File: src/rtl/serial_alu_pkg.sv
// Shared types for the bit-serial ALU: opcode encoding and control FSM states.
package serial_alu_pkg;

  typedef enum logic [1:0] {
    OP_DIV = 2'b00,
    OP_SUB = 2'b01,
    OP_ADD = 2'b10,
    OP_MUL = 2'b11
  } op_e;

  typedef enum logic [1:0] {
    RECV = 2'd0,
    EXEC = 2'd1,
    SEND = 2'd2
  } state_e;

endpackage

File: src/rtl/serial_alu_divider.sv
// WIDTH-cycle unsigned restoring divider; the first step runs in the start cycle
// so quotient/remainder are valid combinationally while o_done is high.
import serial_alu_pkg::*;

module serial_alu_divider #(
  parameter int WIDTH = 4
) (
  input  logic             clock,
  input  logic             reset,
  input  logic             i_start,
  input  logic [WIDTH-1:0] i_dividend,
  input  logic [WIDTH-1:0] i_divisor,
  output logic             o_done,
  output logic [WIDTH-1:0] o_quotient,
  output logic [WIDTH-1:0] o_remainder
);

  localparam int CNT_W = $clog2(WIDTH);

  logic [CNT_W-1:0] r_cnt;
  logic             r_active;
  logic [WIDTH-1:0] r_rem;
  logic [WIDTH-1:0] r_quo;

  logic             w_step;
  logic [CNT_W-1:0] w_cnt;
  logic [WIDTH-1:0] w_remIn;
  logic [WIDTH-1:0] w_quoIn;
  logic [WIDTH:0]   w_trial;
  logic [WIDTH-1:0] w_remNext;
  logic [WIDTH-1:0] w_quoNext;

  // The quotient register starts as the dividend; dividend bits leave at the top
  // while quotient bits enter at the bottom.
  always_comb begin
    w_step  = i_start | r_active;
    w_cnt   = i_start ? '0 : r_cnt;
    w_remIn = i_start ? '0 : r_rem;
    w_quoIn = i_start ? i_dividend : r_quo;
    w_trial = {w_remIn, w_quoIn[WIDTH-1]} - {1'b0, i_divisor};
    if (w_trial[WIDTH]) begin
      w_remNext = {w_remIn[WIDTH-2:0], w_quoIn[WIDTH-1]};
      w_quoNext = {w_quoIn[WIDTH-2:0], 1'b0};
    end else begin
      w_remNext = w_trial[WIDTH-1:0];
      w_quoNext = {w_quoIn[WIDTH-2:0], 1'b1};
    end
  end

  assign o_done      = w_step && (w_cnt == CNT_W'(WIDTH - 1));
  assign o_quotient  = w_quoNext;
  assign o_remainder = w_remNext;

  always_ff @(posedge clock or posedge reset) begin
    if (reset) begin
      r_cnt    <= '0;
      r_active <= 1'b0;
      r_rem    <= '0;
      r_quo    <= '0;
    end else if (w_step) begin
      r_rem <= w_remNext;
      r_quo <= w_quoNext;
      if (o_done) begin
        r_active <= 1'b0;
        r_cnt    <= '0;
      end else begin
        r_active <= 1'b1;
        r_cnt    <= w_cnt + CNT_W'(1);
      end
    end
  end

endmodule

File: src/rtl/serial_alu_n.sv
// Bit-serial add/sub/mul/div ALU with a 2*WIDTH-bit serial result frame.
// Define SERIAL_ALU_PARITY_EN to append an even-parity bit after the result LSB.
import serial_alu_pkg::*;

module serial_alu_n #(
  parameter int WIDTH = 4
) (
  input  logic clock,
  input  logic reset,
  input  logic data_in,
  input  logic data_valid,
  output logic data_out,
  output logic out_valid,
  output logic busy,
  output logic div_zero
);

  localparam int FRAME = 2 + 2 * WIDTH;
  localparam int RES_W = 2 * WIDTH;
`ifdef SERIAL_ALU_PARITY_EN
  localparam int OUT_LEN = RES_W + 1;
`else
  localparam int OUT_LEN = RES_W;
`endif
  localparam int BIT_CNT_W  = $clog2(FRAME);
  localparam int SEND_CNT_W = $clog2(OUT_LEN);
  localparam int EXEC_CNT_W = $clog2(WIDTH);

  state_e                r_state;
  state_e                w_nextState;
  logic [FRAME-1:0]      r_frame;
  logic [BIT_CNT_W-1:0]  r_bitCnt;
  logic [EXEC_CNT_W-1:0] r_execCnt;
  logic [SEND_CNT_W-1:0] r_sendCnt;
  logic [RES_W-1:0]      r_mulAcc;
  logic [OUT_LEN-1:0]    r_shift;
  logic                  r_dataOut;
  logic                  r_outValid;
  logic                  r_divZero;

  op_e              w_op;
  logic [WIDTH-1:0] w_a;
  logic [WIDTH-1:0] w_b;
  logic             w_bZero;
  logic [WIDTH:0]   w_sum;
  logic [WIDTH:0]   w_diff;
  logic [RES_W-1:0] w_mulNext;
  logic [RES_W-1:0] w_result;
  logic [OUT_LEN-1:0] w_frameOut;
  logic             w_execDone;
  logic             w_frameEnd;
  logic             w_sendLast;
  logic             w_divStart;
  logic             w_divDone;
  logic [WIDTH-1:0] w_quo;
  logic [WIDTH-1:0] w_rem;

  assign w_op    = op_e'(r_frame[FRAME-1 -: 2]);
  assign w_a     = r_frame[2*WIDTH-1 -: WIDTH];
  assign w_b     = r_frame[WIDTH-1:0];
  assign w_bZero = (w_b == '0);
  assign w_sum   = {1'b0, w_a} + {1'b0, w_b};
  assign w_diff  = {1'b0, w_a} - {1'b0, w_b};

  // One shift-add step per EXEC cycle; the final step feeds the result directly.
  assign w_mulNext = r_mulAcc + (w_b[r_execCnt] ? (RES_W'(w_a) << r_execCnt) : '0);

  assign w_divStart = (r_state == EXEC) && (w_op == OP_DIV) && !w_bZero && (r_execCnt == '0);

  serial_alu_divider #(.WIDTH(WIDTH)) u_divider (
    .clock       (clock),
    .reset       (reset),
    .i_start     (w_divStart),
    .i_dividend  (w_a),
    .i_divisor   (w_b),
    .o_done      (w_divDone),
    .o_quotient  (w_quo),
    .o_remainder (w_rem)
  );

  always_comb begin
    w_result   = '1;
    w_execDone = 1'b1;
    case (w_op)
      OP_ADD: w_result = {{(WIDTH-1){1'b0}}, w_sum};
      OP_SUB: w_result = {{(WIDTH-1){w_diff[WIDTH]}}, w_diff};
      OP_MUL: begin
        w_result   = w_mulNext;
        w_execDone = (r_execCnt == EXEC_CNT_W'(WIDTH - 1));
      end
      OP_DIV: begin
        if (!w_bZero) begin
          w_result   = {w_quo, w_rem};
          w_execDone = w_divDone;
        end
      end
      default: ;
    endcase
  end

`ifdef SERIAL_ALU_PARITY_EN
  assign w_frameOut = {w_result, ^w_result};
`else
  assign w_frameOut = w_result;
`endif

  assign w_frameEnd = (r_bitCnt == BIT_CNT_W'(FRAME - 1));
  assign w_sendLast = (r_sendCnt == SEND_CNT_W'(OUT_LEN - 1));

  always_ff @(posedge clock or posedge reset) begin
    if (reset) r_state <= RECV;
    else       r_state <= w_nextState;
  end

  // SEND ends on the edge that loads the last output bit, so the next frame can
  // start arriving while that bit is still on data_out.
  always_comb begin
    w_nextState = r_state;
    case (r_state)
      RECV: if (data_valid && w_frameEnd) w_nextState = EXEC;
      EXEC: if (w_execDone) w_nextState = SEND;
      SEND: if (w_sendLast) w_nextState = RECV;
      default: w_nextState = RECV;
    endcase
  end

  always_ff @(posedge clock or posedge reset) begin
    if (reset) begin
      r_frame    <= '0;
      r_bitCnt   <= '0;
      r_execCnt  <= '0;
      r_sendCnt  <= '0;
      r_mulAcc   <= '0;
      r_shift    <= '0;
      r_dataOut  <= 1'b0;
      r_outValid <= 1'b0;
      r_divZero  <= 1'b0;
    end else begin
      case (r_state)
        RECV: begin
          r_outValid <= 1'b0;
          r_dataOut  <= 1'b0;
          r_execCnt  <= '0;
          r_mulAcc   <= '0;
          if (data_valid) begin
            r_frame <= {r_frame[FRAME-2:0], data_in};
            if (r_bitCnt == '0) r_divZero <= 1'b0;
            r_bitCnt <= w_frameEnd ? '0 : r_bitCnt + BIT_CNT_W'(1);
          end
        end
        EXEC: begin
          if (w_execDone) begin
            r_shift    <= w_frameOut;
            r_dataOut  <= w_frameOut[OUT_LEN-1];
            r_outValid <= 1'b1;
            r_sendCnt  <= SEND_CNT_W'(1);
            r_execCnt  <= '0;
            if ((w_op == OP_DIV) && w_bZero) r_divZero <= 1'b1;
          end else begin
            r_execCnt <= r_execCnt + EXEC_CNT_W'(1);
            r_mulAcc  <= w_mulNext;
          end
        end
        SEND: begin
          r_shift   <= r_shift << 1;
          r_dataOut <= r_shift[OUT_LEN-2];
          r_sendCnt <= w_sendLast ? '0 : r_sendCnt + SEND_CNT_W'(1);
        end
        default: ;
      endcase
    end
  end

  assign data_out  = r_dataOut;
  assign out_valid = r_outValid;
  assign busy      = (r_state != RECV);
  assign div_zero  = r_divZero;

endmodule

File: config.mk
export PLATFORM = sky130hd
export DESIGN_NAME = serial_alu_n
export DESIGN_NICKNAME = d
export VERILOG_FILES = /design/src/rtl/serial_alu_pkg.sv /design/src/rtl/serial_alu_divider.sv /design/src/rtl/serial_alu_n.sv
export SDC_FILE = /design/constraint.sdc
export NUM_CORES = 1
export LEC_CHECK = 0
export CELL_PAD_IN_SITES_DETAIL_PLACEMENT = 0
export CELL_PAD_IN_SITES_GLOBAL_PLACEMENT = 1
export CORE_MARGIN = 1
export CORE_UTILIZATION = 25
export CTS_BUF_LIST = sky130_fd_sc_hd__clkbuf_16
export DETAILED_ROUTE_END_ITERATION = 16
export GPL_ROUTABILITY_DRIVEN = 0
export GPL_TIMING_DRIVEN = 0
export MAX_ROUTING_LAYER = met4
export PLACE_DENSITY_LB_ADDON = 0.1
export SLEW_MARGIN = 25
export SYNTH_ARGS = -nofsm -noshare
export SYNTH_HDL_FRONTEND = slang
export SYNTH_SLANG_ARGS = --single-unit
File: constraint.sdc
create_clock -name clock -period 6.4 [get_ports clock]
set_clock_uncertainty 0.2 [all_clocks]
set_input_delay 1.28 -clock clock [delete_from_list [all_inputs] [get_ports clock]]
set_output_delay 1.28 -clock clock [all_outputs]
set_load 0.01 [all_outputs]
==> metrics.txt, run 1 <==
TritonCTS sink count 50; first-pass GRT wire length approximately 19000 um; placed cell count 640; CTS max path bufs 2; vias in the first global route approximately 3300; Cell Area, Synth around 3900 um2; Final Hold Fails 0; Rel. slew slack between 40% and 50%; post-CTS setup buffers 0; FF-to-FF path depth 17; floorplan row count 45; commonest non-fill, non-tap cell in the layout dfrtp_1; sequential cell area roughly 1300 um2; die height about 130 um; Final Max Tran Viols 0; Int Power between 1 and 1.5 mW; fmax approximately 220 MHz; CTS buffer count 5; post-DP HPWL ~9000 um; # IOs 8; CTS tree yes; Area Growth Syn to Fin 13.6%; Seq/Total Area, Yosys roughly 32%; sw frac around half; PortBufs 7; crit-path cells clkbuf_1 > inv_1 > ha_1 > and3_1 > buf_2 > nand2_1 > buf_2 > a21oi_1 > ha_1 > fa_1 > nand2b_1 > a21o_1 > nand3_1 > buf_2 > xnor2_1 > a221oi_1 > o21ai_0; diode count 0; register share of total power roughly a quarter; crit path DAT around 4.5 ns; fin cells 648; Residual DRC 0; Mean Syn Cell Area 8.76 um2; core box area ~15000 um2; H-tree Lvls 2; DRT iter0 DRCs 278; Reg clk slew, reported paths around 0.08 ns; most frequent cells in the layout 50 x dfrtp_1, 43 x nand2_1, 34 x o21ai_0; Die Width about 130 um; worst hold path class register to register; period utilization between 70% and 80%; Sw Pwr around 1.2 mW; Worst Hold Depth 2; worst r2r src r_execCnt[1]; Clock Power Share ~15%; Leak 1.86 nW; layout cell share with drive strength beyond 1 7.83%; critical path's largest stage delay 0.48 ns; Finish-stage setup viols 0; R2R setup slack roughly 1.8 ns; initial antenna violation count 0; Worst-Margin Slew about 0.80 ns; Hold-fix buffers, CTS 0; Slowest-stage cell, CP fa_1; fin crit period about 4.6 ns; WS Path Type register to register; first drt pass iteration count 5; hold_sp r_sendCnt[1]; Congestion Overflow GR 0; status complete, no violations; max-cap viol count 0; vias per inst roughly 5.1; Pwr Density 550 nW/um2; clock latency on the worst-skew pair between 0.3 and 0.4 ns; EDFF count, synth 0; Final ANT Viol Nets 0; cells after synthesis approximately 440; syn_nets 484; Yosys cell types 66; Ys Warns 0; Fillers approximately 1600; flops & latches, synth 50; largest net degree at the start of global routing 35; RSZ-0062 raised after global routing false; Avg WL per Cell 18.4 um; Startpoint Class register; NumNets Final between 400 and 500; area of the multi-input gates 2430 um2; Worst Path Max Fanout 10; setup TNS 0 ns; final WL around 12000 um; vias post-DR 3313; Worst Path Required 6.38 ns; Post-synth ARST share 100%; Initial Util between 20 and 30%; die area between 15000 and 20000 um2; worst hold path endpoint r_sendCnt[1]; Main synth FF type dfrtp_1; Root Buffer clkbuf_16; CP Capture Type register; Crit. Startpoint r_execCnt[1]; VDD IR max 0.169 mV; combinational share of power around three fifths; most used cell, CP buf_2; post-cts sizing count 0; GRT Util Overall between 10% and 20%; Crit Reg-Reg Endpoint r_shift[4]
## kinds of logic (layout without fill, tap and decap cells)
kind of cell             Yosys count  count (layout)  synth area share, %
AO/OA/AOI/OAI                    140             140                 25.2
XOR/XNOR                          14              14                 3.15
adder cells (fa/ha/maj)           36              36                 12.4
buffers and inverters             51              67                 5.53
flip-flops                        50              50                 32.2
multiplexers                      15              15                 4.47
AND/OR/NAND/NOR                  138             138                 17.1
## worst max-delay path by stage
stage,to,slack [ns],cells past startpoint
finish,r_shift[4],1.83,17
global route,r_shift[4],1.46,17
CTS,r_shift[4],1.89,17
detailed placement,r_shift[4],1.92,17
global placement,r_shift[3],1.83,12
floorplan,r_shift[4],2.71,17
## through the flow
| step | total power [mW] | area (um2) | worst slack [ns] | util [%] | hold WS (ns) |
|---|---|---|---|---|---|
| 6_report | 2.43 | 4420 | 1.83 | 29.1 | 0.288 |
| 5_1_grt | 2.65 | 4420 | 1.46 | 29.1 | 0.310 |
| 4_1_cts | 2.45 | 4420 | 1.89 | 29.1 | 0.296 |
| 3_5_place_dp | 2.07 | 4220 | 1.92 | 27.8 | 0.280 |
| 3_3_place_gp | 2.07 | 4190 | 1.83 | 27.6 | 0.265 |
| 2_1_floorplan | 1.63 | 3890 | 2.71 | - | 0.242 |
## registers in the layout, indices dropped and copies added, names as in the netlist
| name | flops |
|---|---|
| out_valid | 1 |
| u_divider.r_cnt | 2 |
| u_divider.r_rem | 4 |
| div_zero | 1 |
| u_divider.r_quo | 4 |
| data_out | 1 |
| r_shift | 7 |
| r_mulAcc | 8 |
| u_divider.r_active | 1 |
| r_sendCnt | 3 |
| r_state | 2 |
| r_execCnt | 2 |
| r_frame | 10 |
| r_bitCnt | 4 |
## cell type report
| type | count | area share, % |
|---|---|---|
| multi-input combinational | 343 | 55.0 |
| sequential | 50 | 28.3 |
| tap | 188 | 5.33 |
| clock buffer | 5 | 2.83 |
| inverter | 30 | 2.61 |
| buffer | 21 | 2.32 |
| timing repair buffer | 8 | 2.04 |
| clock inverter | 3 | 1.56 |
## per-layer routing
metal  share of wire [%]  vias to the layer above  track usage (%)
met2                  46                       61             25.4
met5                   0                        -                -
li1                    -                     1652                -
met3                 3.4                        8             2.40
met4                 1.5                        0             4.69
met1                  49                     1592             22.0
## worst max-delay path, delay by kind of cell, from the launching register on
family / cells / cell delay, ns
fa+ha+maj: 3 / 0.96
buf+inv: 5 / 1.23
xor+xnor: 1 / 0.20
simple gates: 4 / 0.66
flops: 1 / 0.36
compound gates: 4 / 0.80
## power groups by stage
stage	sequential (mW)	combinational, mW	clock (mW)
global placement	0.598	1.47	0
CTS	0.595	1.48	0.378
global route	0.615	1.65	0.385
finish	0.594	1.47	0.364
floorplan	0.536	1.09	0
detailed placement	0.600	1.47	0
## synth_stat cells, drive strengths merged (9+ instances only)
| cell type | instances | area [um2] |
|---|---|---|
| clkbuf | 12 | 45.0 |
| nand2 | 43 | 161 |
| buf | 9 | 57.6 |
| a21oi | 29 | 160 |
| o211ai | 9 | 67.6 |
| inv | 29 | 109 |
| nor2 | 30 | 113 |
| nor3 | 11 | 55.1 |
| xnor2 | 10 | 87.6 |
| dfrtp | 50 | 1250 |
| o21ai | 35 | 179 |
| ha | 32 | 400 |
| nand3 | 14 | 70.1 |
Power figures use the tool's default switching activity.
==> run 2, diff against run 1 <==
- clock period: 6.4 -> 4.1 ns (I/O delays scaled with it)
==> run 2 against run 1 <==
Final cell count rose by 0.31%. Non-clock buffer count rose by 2. Hold slack better by 0.0020 ns. Cell area grew 1.6%. Highest routed layer unchanged. Routed wire length shrank 0.27%. Clock power grew 56%.
==> metrics.txt, run 2 (synthesis results as in run 1) <==
Congestion Overflow GR 0 (unchanged); Most flops, register r_frame; Startpoint Class register; Final Hold Fails 0 (unchanged); sw frac 48.3% (-0.34 points); final instance area 4490 um2 (+1.6%); post-DP HPWL 9030 um (unchanged); GRT Util Overall 16.3% (-0.019 points); Worst-Margin Slew 0.677 ns (-0.118 ns); vias in the first global route 3248 (-0.12%); max-cap viol count 0 (unchanged); Buf/Inv on CP 2 (-3); Slowest-stage cell, CP fa_2; crit-path cells or4_1 > buf_6 > nand2_2 > buf_4 > a21oi_1 > ha_1 > fa_2 > nor2_1 > o211a_1 > a31o_2 > o31ai_1 > a31oi_1; vias post-DR 3375 (+1.9%); Cell Area, Placed 4220 um2 (unchanged); H-tree Lvls 2 (unchanged); TritonCTS sink count 50 (unchanged); Reg clk slew, reported paths 0.07 ns (about the same); delay-heaviest family, CP compound AO/OA/AOI/OAI gates; status complete, no violations; floorplan row count 45 (unchanged); CTS max path bufs 2 (unchanged); Clock Power Share 14.6% (-0.4 points); period utilization 95.2% (+24 points); first drt pass iteration count 5 (unchanged); register share of total power 24.0% (-0.5 points); fmax 256 MHz (+17%); die height 127 um (unchanged); most frequent cells in the layout 47 x dfrtp_1, 42 x nand2_1, 34 x o21ai_0; diode count 0 (unchanged); fin crit period 3.90 ns (-0.664 ns); CTS tree yes; fin cells 650 (+0.31%); CTS buffer count 5 (unchanged); layout cell share with drive strength beyond 1 10.4% (+2.6 points); Final ANT Viol Nets 0 (unchanged); core box area 15200 um2 (unchanged); fin util 29.5% (+0.47 points); Finish-stage setup viols 0 (unchanged); placed cell count 640 (unchanged); DRT iter0 DRCs 227 (-18%); critical path's largest stage delay 0.61 ns (+0.13 ns); NumNets Final 501 (+0.40%); Int Power 2.01 mW (+61%); initial antenna violation count 0 (unchanged); die area 16100 um2 (unchanged); Largest regs r_frame: 10 flops, r_mulAcc: 8 flops, r_shift: 7 flops; commonest non-fill, non-tap cell in the layout dfrtp_1; Initial Util 25.6% (unchanged); Worst Path Required 4.07 ns (-2.31 ns); combinational share of power 61.3% (+0.8 points); worst hold path class register to register; CP Capture Type register; Leak 1.89 nW (+1.5%); Area Growth Syn to Fin 15.4%; Residual DRC 0 (unchanged); Die Width 127 um (unchanged); WS Path Type register to register; first-pass GRT wire length 19100 um (-0.11%); Rel. slew slack 54.4% (+8.1 points); Final Max Tran Viols 0 (unchanged); crit path DAT 3.88 ns (-0.66 ns); clock latency on the worst-skew pair 0.31 ns (about the same); final WL 11900 um (-0.27%); RSZ-0062 raised after global routing true; # IOs 8 (unchanged); Hold-fix buffers, CTS 0 (unchanged); Sw Pwr 1.88 mW (+59%); max reg flops 10 (unchanged); Avg WL per Cell 18.3 um (-0.58%); vias per inst 5.19 (+1.6%); Worst Path Max Fanout 10 (unchanged); largest net degree at the start of global routing 35 (unchanged); VDD IR max 0.314 mV (+86%); PortBufs 7 (unchanged); Root Buffer clkbuf_16; Pwr Density 866 nW/um2 (+57%)
==> run 2: metrics by stage <==
stage / power (mW) / hold slack, ns / setup slack, ns / TNS (ns)
floorplan: 2.54 / 0.242 / 0.405 / 0
detailed placement: 3.23 / 0.280 / -0.376 / -1.78
global route: 4.23 / 0.310 / -0.0162 / -0.0162
finish: 3.89 / 0.290 / 0.197 / 0
CTS: 3.83 / 0.296 / 0.0192 / 0
global placement: 3.22 / 0.265 / -0.472 / -3.24
==> run 2: routing by layer <==
| metal | GRT usage [%] | vias to the layer above | share of wire (%) |
|---|---|---|---|
| met5 | - | - | 0 |
| li1 | - | 1651 | - |
| met2 | 25.3 | 79 | 46 |
| met1 | 21.9 | 1636 | 48 |
| met3 | 2.40 | 9 | 4.0 |
| met4 | 4.69 | 0 | 1.5 |
==> run 2: area by class of cell <==
| cell class | instances | area (um2) |
|---|---|---|
| flip-flops and latches | 50 | 1250 |
| clock buffers | 5 | 125 |
| multi-input cells | 343 | 2470 |
| repair buffers | 11 | 113 |
| inverters | 30 | 115 |
| fillers | 1609 | 10700 |
| clock inverters | 3 | 68.8 |
| plain buffers | 20 | 108 |
| well taps | 188 | 235 |
==> run 2: worst register-to-register path, cell delays in order (launching register included) <==
cell and delay, ns:
dfrtp_2 0.51, or4_1 0.56, buf_6 0.17, nand2_2 0.12
buf_4 0.20, a21oi_1 0.09, ha_1 0.22, fa_2 0.61
nor2_1 0.10, o211a_1 0.21, a31o_2 0.21, o31ai_1 0.42
a31oi_1 0.15
==> run 2: repair_timing <==
action | CTS | global route
buffers inserted | 0 | 3
pin swaps | 0 | 0
resized for setup | 5 | 10
setup endpoints to repair | 10 | 8
==> run 2: path summary, 6_finish.rpt <==
| check | start | to | slack, ns | cells past startpoint |
|---|---|---|---|---|
| setup / recovery | r_frame[3] | r_shift[1] | 0.20 | 12 |
| hold / removal | u_divider.r_cnt[1] | u_divider.r_cnt[1] | 0.29 | 2 |
| setup reg to reg | r_frame[3] | r_shift[1] | 0.20 | 12 |
| hold reg to reg | u_divider.r_cnt[1] | u_divider.r_cnt[1] | 0.29 | 2 |
| max in group asynchronous | reset | r_frame[1] | 2.62 | 3 |
| min in group asynchronous | reset | u_divider.r_rem[1] | 0.60 | 2 |
==> run 2: power by group through the flow <==
| stage | logic (mW) | clock network, mW | registers [mW] |
|---|---|---|---|
| 2_1_floorplan | 1.71 | 0 | 0.837 |
| 3_3_place_gp | 2.29 | 0 | 0.933 |
| 3_5_place_dp | 2.30 | 0 | 0.937 |
| 4_1_cts | 2.31 | 0.591 | 0.932 |
| 5_1_grt | 2.67 | 0.602 | 0.963 |
| 6_report | 2.38 | 0.568 | 0.934 |
